==> src/rtl/sb_alloc_ctrl_pkg.sv <==
// Core configuration and the scoreboard allocation types derived from it.
// Shared by the allocation controller and anything that carries entry IDs.
package sb_alloc_ctrl_pkg;

  localparam int unsigned CfgNrScoreboardEntries = 8;
  localparam int unsigned CfgNrCommitPorts       = 2;

  localparam int unsigned NR_SB_ENTRIES   = CfgNrScoreboardEntries;
  localparam int unsigned NR_COMMIT_PORTS = CfgNrCommitPorts;
  localparam int unsigned SB_IDW          = $clog2(NR_SB_ENTRIES);

  typedef logic [SB_IDW-1:0] sb_id_t;

endpackage

==> src/rtl/sb_alloc_ctrl.sv <==
// In-order scoreboard entry allocator: hands out IDs, tracks writeback, and
// exposes the oldest contiguous run of completed entries on the commit ports.
module sb_alloc_ctrl
  import sb_alloc_ctrl_pkg::*;
#(
  parameter int unsigned NR_ENTRIES      = NR_SB_ENTRIES,
  parameter int unsigned NR_COMMIT_PORTS = sb_alloc_ctrl_pkg::NR_COMMIT_PORTS,
  localparam int unsigned IDW            = $clog2(NR_ENTRIES)
) (
  input  logic                           clk_i,
  input  logic                           rst_ni,
  input  logic                           flush_i,
  input  logic                           alloc_valid_i,
  output logic                           alloc_ready_o,
  output logic [IDW-1:0]                 alloc_id_o,
  input  logic                           wb_valid_i,
  input  logic [IDW-1:0]                 wb_id_i,
  output logic [NR_COMMIT_PORTS-1:0]     commit_valid_o,
  output logic [NR_COMMIT_PORTS*IDW-1:0] commit_id_o,
  input  logic [NR_COMMIT_PORTS-1:0]     commit_ack_i,
  output logic [IDW:0]                   count_o,
  output logic                           full_o,
  output logic                           empty_o
);

  localparam int unsigned CW = IDW + 1;

  logic [IDW-1:0]        issue_ptr_q, issue_ptr_d;
  logic [IDW-1:0]        commit_ptr_q, commit_ptr_d;
  logic [CW-1:0]         count_q, count_d;
  logic [NR_ENTRIES-1:0] valid_q, valid_d;
  logic [NR_ENTRIES-1:0] done_q, done_d;

  logic [IDW-1:0]             commit_id [NR_COMMIT_PORTS];
  logic [NR_COMMIT_PORTS-1:0] entry_rdy;
  logic [NR_COMMIT_PORTS-1:0] commit_valid;
  logic [NR_COMMIT_PORTS-1:0] retire;
  logic [CW-1:0]              retire_n;
  logic                       alloc_fire;

  assign full_o        = (count_q == CW'(NR_ENTRIES));
  assign empty_o       = (count_q == '0);
  assign count_o       = count_q;
  assign alloc_ready_o = ~full_o;
  assign alloc_id_o    = issue_ptr_q;
  assign alloc_fire    = alloc_valid_i & alloc_ready_o;

  for (genvar k = 0; k < NR_COMMIT_PORTS; k++) begin : g_commit
    assign commit_id[k]                = commit_ptr_q + IDW'(k);
    assign entry_rdy[k]                = valid_q[commit_id[k]] & done_q[commit_id[k]];
    assign commit_id_o[k*IDW +: IDW]   = commit_id[k];
  end

  // Both the visible window and the retired set stop at the first hole, so
  // commits stay in order and an ack beyond a gap has no effect.
  always_comb begin
    commit_valid = '0;
    retire       = '0;
    retire_n     = '0;
    for (int k = 0; k < NR_COMMIT_PORTS; k++) begin
      if (k == 0) begin
        commit_valid[k] = entry_rdy[k];
        retire[k]       = entry_rdy[k] & commit_ack_i[k];
      end else begin
        commit_valid[k] = entry_rdy[k] & commit_valid[k-1];
        retire[k]       = commit_valid[k] & commit_ack_i[k] & retire[k-1];
      end
      retire_n = retire_n + CW'(retire[k]);
    end
  end

  assign commit_valid_o = commit_valid;

  // Retirement clears last, so a writeback racing a retire on the same entry
  // cannot leave a stale done bit behind.
  always_comb begin
    valid_d      = valid_q;
    done_d       = done_q;
    issue_ptr_d  = issue_ptr_q + IDW'(alloc_fire);
    commit_ptr_d = commit_ptr_q + retire_n[IDW-1:0];
    count_d      = count_q + CW'(alloc_fire) - retire_n;
    if (alloc_fire) begin
      valid_d[issue_ptr_q] = 1'b1;
      done_d[issue_ptr_q]  = 1'b0;
    end
    if (wb_valid_i && valid_q[wb_id_i]) begin
      done_d[wb_id_i] = 1'b1;
    end
    for (int k = 0; k < NR_COMMIT_PORTS; k++) begin
      if (retire[k]) begin
        valid_d[commit_id[k]] = 1'b0;
        done_d[commit_id[k]]  = 1'b0;
      end
    end
    if (flush_i) begin
      valid_d      = '0;
      done_d       = '0;
      issue_ptr_d  = '0;
      commit_ptr_d = '0;
      count_d      = '0;
    end
  end

  always_ff @(posedge clk_i or negedge rst_ni) begin
    if (!rst_ni) begin
      issue_ptr_q  <= '0;
      commit_ptr_q <= '0;
      count_q      <= '0;
      valid_q      <= '0;
      done_q       <= '0;
    end else begin
      issue_ptr_q  <= issue_ptr_d;
      commit_ptr_q <= commit_ptr_d;
      count_q      <= count_d;
      valid_q      <= valid_d;
      done_q       <= done_d;
    end
  end

endmodule

==> config.mk <==
export PLATFORM = sky130hd
export DESIGN_NAME = sb_alloc_ctrl
export DESIGN_NICKNAME = d
export VERILOG_FILES = /design/src/rtl/sb_alloc_ctrl_pkg.sv /design/src/rtl/sb_alloc_ctrl.sv
export SDC_FILE = /design/constraint.sdc
export NUM_CORES = 1
export LEC_CHECK = 0
export CORE_ASPECT_RATIO = 2
export CORE_MARGIN = 5
export CORE_UTILIZATION = 54
export DETAILED_ROUTE_END_ITERATION = 12
export PLACE_DENSITY = 0.84
export SLEW_MARGIN = 20
export SYNTH_ARGS = -nofsm -noshare
export SYNTH_HDL_FRONTEND = slang
export SYNTH_SLANG_ARGS = --single-unit
==> constraint.sdc <==
create_clock -name clk_i -period 9.8 [get_ports clk_i]
set_clock_uncertainty 0.1 [all_clocks]
set_input_delay 0.98 -clock clk_i [delete_from_list [all_inputs] [get_ports clk_i]]
set_output_delay 0.98 -clock clk_i [all_outputs]
set_load 0.1 [all_outputs]
# ---- Word level (Yosys, flattened, before mapping)
# Cells that the tools add are included.
dict set report word_totals {
  inputBits 10
  ff_bits 26
  out_inout_bits 18
}
dict set report classes {
  bitwise 18
  reduce_logical 6
  order_cmp 8
  n_eq_ne 1
  muxes 30
  addsub 6
}
# operator count
set ops {}
lappend ops {{$mux 8} 9}
lappend ops {{$and 8x8->8} 5}
lappend ops {{$not 8->8} 3}
lappend ops {{$lt 3x4->1 const B} 4}
lappend ops {{$or 8x8->8} 2}
lappend ops {{$bmux 1 s3} 5}
lappend ops {{$demux 1 s3} 4}
lappend ops {{$ge 3x1->1 const B} 4}
lappend ops {{$mux 1} 9}
lappend ops {{$and 1x1->1} 7}
lappend ops {{$mux 3} 2}
lappend ops {{$logic_and 1x1->1} 5}
lappend ops {{$add 4x1->4} 1}
lappend ops {{$eq 4x4->1 const B} 1}
lappend ops {{$logic_not 4->1} 1}
lappend ops {{$mux 4} 1}
lappend ops {{$sub 4x2->4} 1}
lappend ops {{$add 3x1->3} 1}
lappend ops {{$add 3x1->3 const B} 1}
lappend ops {{$add 3x2->3} 1}
lappend ops {{$add 1x1->2} 1}
lappend ops {{$not 1->1} 1}

# ---- Longest topological paths before layout
# Gate-level depths: netlist (run 1).
dict set report logic_depth {
  ltp_word 14
  ltp_mapped 14
}

# ---- Worst setup path after synthesis (run 1)
# No wires, ideal clock.
dict set report synth_timing {
  kind {flip-flop to output port}
  from {register commit_ptr_q[1]}
  to {output commit_valid_o[1]}
  n_path_buf 0
  t_arrival_ns 3.852
  slack_ns 4.868
  path_stages_with_launch 6
  cell_sequence {dfrtp_1 ha_1 xnor2_2 inv_2 mux4_2 nor2_1}
}
dict set report synth_via {
  elab_chain_len 5
  elab_cells_between_ends 12
}
# element line
set synth_lines {}
lappend synth_lines {{from (decl)} sb_alloc_ctrl.sv:29} ;# logic [IDW-1:0] commit_ptr_q, commit_ptr_d;
lappend synth_lines {{from (signal assigned)} sb_alloc_ctrl.sv:113} ;# commit_ptr_q <= commit_ptr_d;
lappend synth_lines {{$add 3x1->3 (*)} sb_alloc_ctrl.sv:49} ;# assign commit_id[k] = commit_ptr_q + IDW'(k);
lappend synth_lines {{net commit_id_o[5]} sb_alloc_ctrl.sv:19} ;# output logic [NR_COMMIT_PORTS*IDW-1:0] commit_id_o,
lappend synth_lines {{$bmux 1 s3} sb_alloc_ctrl.sv:50} ;# assign entry_rdy[k] = valid_q[commit_id[k]] & done_q[commit_id[k]];
lappend synth_lines {{$mux 1 (not written as such)} sb_alloc_ctrl.sv:50}
lappend synth_lines {{$and 1x1->1 (*)} sb_alloc_ctrl.sv:50}
lappend synth_lines {{$and 1x1->1 (*)} sb_alloc_ctrl.sv:65} ;# commit_valid[k] = entry_rdy[k] & commit_valid[k-1];
lappend synth_lines {{to (decl)} sb_alloc_ctrl.sv:18} ;# output logic [NR_COMMIT_PORTS-1:0] commit_valid_o,
# The timed path passes the listed nets; every way through them passes the cells marked *. The select of a mux whose other input is x is not followed.

# ---- Final worst setup path (run 1)
dict set report layout_timing {
  from {register commit_ptr_q[0]}
  to {output commit_valid_o[1]}
}
dict set report layout_via {
  elab_chain_len 5
  elab_cells_between_ends 12
}
# element line
set layout_lines {}
lappend layout_lines {{$add 3x1->3} sb_alloc_ctrl.sv:49}
lappend layout_lines {{$bmux 1 s3} sb_alloc_ctrl.sv:50}
lappend layout_lines {{$mux 1 (not written as such)} sb_alloc_ctrl.sv:50}
lappend layout_lines {{$and 1x1->1} sb_alloc_ctrl.sv:50}
lappend layout_lines {{$and 1x1->1 (*)} sb_alloc_ctrl.sv:65}
# Every way passes the cells marked *; elsewhere a longest branch is shown, timed or not. The select of a mux whose other input is x is not followed.

==> summary.txt, run 1 <==
unrepaired setup endpoints after global routing - false
CTS tree - yes
reg2reg end - count_o[3]
root buffer cell - clkbuf_8
maximum VDD drop - 209 uV
GRT Residual Overflow - 0
met1 Track Usage GR - 0.239
largest net degree at the start of global routing - 27
Worst-Skew Late Latency - 0.27 ns
Fill cells - 304
outcome - complete, no violations
MaxCap Viol Count - 0
number of detailed-route iterations in the first pass - 4
slew margin rel. - 0.341
drt drc - 0
Lkg Pwr - 0.911 nW
Die W - 51.5 um
Setup violations, final - 0
biggest area consumer among synthesized cells - dfrtp_1
PnR worst setup slack - 5.31 ns
Layout Nets - 248
crit path cell chain - ha_1 -> xnor2_2 -> inv_2 -> mux4_2 -> nor2_1 -> clkdlybuf4s50_1
CTS Sinks - 26
post-place setup slack - 5.69 ns
drt total wl - 5.25 mm
Top-Level Pins - 28
first-pass GRT wire length - 8.74 mm
HP Class - flip-flop to flip-flop
postcts setup bufs - 0
Max Fanout on Critical Path - 20
Hold-fix buffers, CTS - 0
utilization after layout - 0.646
clock slew at reported path FFs - 0.09 ns
Slew @ Worst Pin - 0.985 ns
part of the Yosys area used for sequential elements - 0.350
Arrival @ worst endpoint - 3.41 ns
CP Launch Point - commit_ptr_q[0]
startpoint types - flip-flop
asr flop ratio synth - 1.00
fraction of layout cells with a size suffix above 1 - 0.0759
Power Dens Cells - 167 mW/mm2
multi-input logic area - 0.00112 mm2
Synth area leaders - dfrtp_1, ha_1, a31oi_1, mux4_2, nor2_1
library cells used by synthesis - 40
global routing usage on met2 - 0.435
Fin. Hold Viols - 0
vias in the first global route - 1859
Post-Syn Nets - 226
vias post-DR - 1698
Antenna Cells - 0
Pins Over Slew Limit - 0
Post-synth EDFFs - 0
CP required - 8.72 ns
post-cts resize count - 0
Syn Inst Count - 203
Starting DRT DRC Count - 69
gr busiest metal - met2
num rows - 30
Main synth FF type - dfrtp_1
total power draw - 364 uW
Area Overhead vs Synth - 17.3%
Synth Cell Area - 0.00186 mm2
CP max-delay cell - clkdlybuf4s50_1
Critical Path End - commit_valid_o[1]
CTS buffer count - 3
Die Footprint - 0.00479 mm2
routability cong. - 1.00
CTS Buffer Depth - 2
synth cell count leaders - dfrtp_1, a31oi_1, nor2_1, nand2_1, ha_1
HPWL after detailed placement - 4.15 mm
die height - 93.0 um
endpoint class of the critical path - output pin
post-route ant nets - 0
register area - 651 um2
Fin Setup TNS - 0 ns
Crit Path Class - flip-flop to output pin
Fmax achieved - 0.223 GHz
flop-to-flop setup slack - 6.07 ns
Yosys warning total - 0
post-DR wirelength/cell - 20.5 um
post-layout min period - 4.49 ns
Tcrit/Tclk final - 0.458
Mean Syn Cell Area - 9.16 um2
R2R depth - 12
Port Buf Inserts - 27
CP peak stage delay - 1.15 ns
htree depth - 1
#FFs+latches synth - 26
top-count cell post-synth - dfrtp_1
share of the synthesized area in the top cell type - 0.350
grt met3 use - 0.0335
Core Box Area - 0.00338 mm2
r2r startpoint - commit_ptr_q[0]
Vias/cell - 6.63
initial antenna violation count - 0
GRT Total Usage - 0.241
starting density of the core - 0.550
final cells by class:
type | instances | share of cell area
tap | 32 | 0.0184
clock buffer | 4 | 0.0252
inverter | 11 | 0.0189
multi-input combinational | 155 | 0.512
sequential | 26 | 0.298
timing repair buffer | 28 | 0.127
routing by layer:
layer | vias to the layer above | part of all wire
li1 | 786 | -
met1 | 791 | 0.34
met2 | 86 | 0.53
met3 | 35 | 0.042
met4 | 0 | 0.084
met5 | - | 0
how the worst min path moves through the flow:
stage,startpoint,to,slack (ns),cells after the start
2_1_floorplan,valid_q[6],valid_q[6],0.43,2
3_3_place_gp,valid_q[6],valid_q[6],0.51,2
3_5_place_dp,valid_q[6],valid_q[6],0.51,2
4_1_cts,valid_q[6],valid_q[6],0.53,2
5_1_grt,valid_q[6],valid_q[6],0.58,2
6_report,valid_q[6],valid_q[6],0.53,2
kinds of logic after synthesis:
kind of cell | count (synthesis) | share of synthesized area
xor gates and xnor gates | 5 | 0.0276
buffers and inverters | 22 | 0.0498
DFF | 26 | 0.350
AOI/OAI and AO/OA | 44 | 0.157
adders and majority gates | 13 | 0.0956
muxes | 4 | 0.0437
and+or+nand+nor | 89 | 0.276
state kept, by name, indices dropped and copies added, names as in the netlist:
| signal | cells |
|---|---|
| valid_q | 8 |
| done_q | 8 |
| count_o | 4 |
| alloc_id_o | 3 |
| commit_ptr_q | 3 |
power breakdown:
part           internal (mW)  switching [mW]  total (mW)
Sequential             0.115          0.0113       0.127
Combinational         0.0466           0.120       0.166
Clock                 0.0359          0.0349      0.0709
layout by cell type (no fill, tap or decap), types with 2 or more instances in the layout:
| master | instances |
|---|---|
| clkdlybuf4s50_1 | 27 |
| dfrtp_1 | 26 |
| a31oi_1 | 20 |
| nor2_1 | 17 |
| nand2_1 | 15 |
| ha_1 | 11 |
| inv_1 | 10 |
| nor2b_1 | 10 |
| nand4_1 | 8 |
| o21ai_0 | 8 |
| nor3_1 | 7 |
| nand4b_1 | 5 |
| o2bb2ai_1 | 5 |
| and3_1 | 4 |
| nand2b_1 | 4 |
| a41oi_1 | 4 |
| xnor2_1 | 4 |
| clkbuf_8 | 4 |
| and2_1 | 3 |
| mux4_2 | 3 |
| nand3_1 | 3 |
| nand3b_1 | 3 |
| a21oi_1 | 3 |
| or3b_2 | 2 |
| nand4bb_1 | 2 |
| fa_1 | 2 |
critical path, delay by kind of cell, from the launching register on:
kind | cells | cell delay [ns]
buffers and inverters | 2 | 1.29
flip-flops | 1 | 0.59
AND/OR/NAND/NOR | 1 | 0.15
XOR/XNOR | 1 | 0.18
multiplexers | 1 | 0.59
adder cells (fa/ha/maj) | 1 | 0.34
metrics by stage:
step                      instances  area, um2  hold WS, ns
after floorplan                 203       1860        0.431
after global placement          252       2130        0.513
after detailed placement        252       2130        0.513
after CTS                       256       2180        0.531
after global routing            256       2180        0.577
final                           256       2180        0.528
Power figures use the tool's default switching activity.
==> inputs of run 2 (changes only) <==
--- a/config.mk
+++ b/config.mk
@@ -7,9 +7,9 @@
 export LEC_CHECK = 0
 export CORE_ASPECT_RATIO = 2
 export CORE_MARGIN = 5
-export CORE_UTILIZATION = 54
+export CORE_UTILIZATION = 49
 export DETAILED_ROUTE_END_ITERATION = 12
-export PLACE_DENSITY = 0.84
+export PLACE_DENSITY = 0.8
 export SLEW_MARGIN = 20
 export SYNTH_ARGS = -nofsm -noshare
 export SYNTH_HDL_FRONTEND = slang
==> constraint.sdc (replaced) <==
create_clock -name clk_i -period 3.88 [get_ports clk_i]
set_clock_uncertainty 0.1 [all_clocks]
set_input_delay 0.388 -clock clk_i [delete_from_list [all_inputs] [get_ports clk_i]]
set_output_delay 0.388 -clock clk_i [all_outputs]
set_load 0.1 [all_outputs]
==> run 2 against run 1 <==
The flow now finishes with violations (DRC); largest cell class unchanged; utilization fell by 3.4 points; non-clock buffer count rose by 1; largest power group unchanged; final area up 2.2%.
==> summary.txt, run 2 (synthesis results as in run 1) <==
outcome - complete, but fails checks
failing checks - DRC
flop-to-flop setup slack - 0.46 ns
Tcrit/Tclk final - 0.880
routability cong. - 0.908
largest net degree at the start of global routing - 21
Fin Setup TNS - 0 ns
CP peak stage delay - 0.59 ns
vias in the first global route - 1682
Arrival @ worst endpoint - 3.45 ns
Setup violations, final - 0
Worst-Skew Late Latency - 0.27 ns
Starting DRT DRC Count - 82
Die W - 53.6 um
Crit Path Class - flip-flop to flip-flop
Antenna Cells - 0
most frequent cells in the layout - dfrtp_1, clkdlybuf4s50_1, a31oi_1
CTS Sinks - 26
num rows - 31
vias post-DR - 1721
drt total wl - 5.26 mm
Lkg Pwr - 0.922 nW
GRT Residual Overflow - 0
reg2reg end - count_o[3]
Top-Level Pins - 28
maximum VDD drop - 710 uV
clock slew at reported path FFs - 0.09 ns
CTS tree - yes
slew margin rel. - 0.346
Port Buf Inserts - 27
fraction of layout cells with a size suffix above 1 - 0.120
first-pass GRT wire length - 8.27 mm
MaxCap Viol Count - 0
CTS buffer count - 3
number of detailed-route iterations in the first pass - 10
r2r startpoint - commit_ptr_q[0]
post-layout min period - 3.42 ns
htree depth - 1
HP Class - primary input to asynchronous set/reset pin
top cell family by delay on the critical path - adder cells
Core Box Area - 0.00365 mm2
Fill cells - 336
CP required - 3.91 ns
post-cts resize count - 0
startpoint types - flip-flop
Layout Nets - 249
post-route ant nets - 0
Die Footprint - 0.00520 mm2
CP max-delay cell - mux4_2
CP dominant cell by count - ha_1
Power Dens Cells - 432 mW/mm2
Max Fanout on Critical Path - 20
utilization after layout - 0.612
GRT Total Usage - 0.216
root buffer cell - clkbuf_8
Slew @ Worst Pin - 0.978 ns
buffers and inverters on the worst path - 1
post-DR wirelength/cell - 19.2 um
Vias/cell - 6.28
initial antenna violation count - 0
Area Overhead vs Synth - 19.9%
Pins Over Slew Limit - 0
R2R depth - 12
HPWL after detailed placement - 4.07 mm
die height - 97.1 um
Hold-fix buffers, CTS - 0
starting density of the core - 0.510
unrepaired setup endpoints after global routing - false
Fin. Hold Viols - 0
crit path cell chain - ha_2 -> xnor2_2 -> inv_2 -> mux4_2 -> nor2_4 -> nand3_1 -> ha_1 -> ha_1 -> a21o_1 -> a21oi_1 -> xnor2_1 -> nor2_1
postcts setup bufs - 0
CTS Buffer Depth - 2
endpoint class of the critical path - flip-flop
drt drc - 1
Fmax achieved - 0.293 GHz
## run 2: cell types whose count changed in the layout (fill, tap and decap cells not counted)
| cell | change |
|---|---|
| buf_4 | +5 |
| dfrtp_2 | +1 |
| ha_2 | +1 |
| ha_1 | -1 |
| dfrtp_4 | +2 |
| dfrtp_1 | -3 |
| nor2_2 | +1 |
| nor2_1 | -1 |
| bufinv_16 | +1 |
| clkbuf_8 | -1 |
| clkdlybuf4s50_1 | -4 |
## run 2: worst max-delay path by stage
stage / startpoint / to / depth (start not counted)
CTS: commit_ptr_q[0] / count_o[3] / 12
global placement: commit_ptr_q[0] / count_o[3] / 12
floorplan: commit_ptr_q[1] / count_o[3] / 13
global route: commit_ptr_q[0] / count_o[3] / 12
detailed placement: commit_ptr_q[0] / count_o[3] / 12
finish: commit_ptr_q[0] / count_o[3] / 12
## run 2: cell type report
cell class              count  area, um2  share of cell area
clock buffers               3       41.3              0.0185
clock inverters             1       30.0              0.0135
inverters                  11       41.3              0.0185
multi-input cells         155       1120               0.503
flip-flops and latches     26        659               0.296
well taps                  49       61.3              0.0275
repair buffers             29        275               0.123
## run 2: metal layers
metal  vias to the layer above  share of wire  track usage
met5                         -              0            0
met4                         0          0.062        0.132
met3                        20          0.041       0.0169
met2                        86           0.55        0.377
met1                       818           0.34        0.237
li1                        797              -            -
## run 2: worst register-to-register path, stage by stage (launching register included)
cell and delay, ns:
dfrtp_4 0.58, ha_2 0.24, xnor2_2 0.16, inv_2 0.12, mux4_2 0.59, nor2_4 0.23
nand3_1 0.12, ha_1 0.35, ha_1 0.30, a21o_1 0.15, a21oi_1 0.16, xnor2_1 0.13
nor2_1 0.05
## run 2: metrics by stage
stage	hold slack (ns)	total power, mW	cell area [um2]	instances	setup slack [ns]
CTS	0.509	0.971	2230	274	0.478
global route	0.538	1.01	2230	274	0.300
detailed placement	0.516	0.747	2160	270	0.519
floorplan	-0.00759	0.642	1870	203	0.0551
finish	0.489	0.964	2230	274	0.465
global placement	0.513	0.743	2160	270	0.567
## run 2: report_power, final
part	switching (mW)	leakage, nW	internal, mW	total, mW
clock network	0.0860	0.0357	0.138	0.224
logic	0.302	0.535	0.116	0.418
registers	0.0303	0.352	0.291	0.322
total	0.418	0.922	0.546	0.964
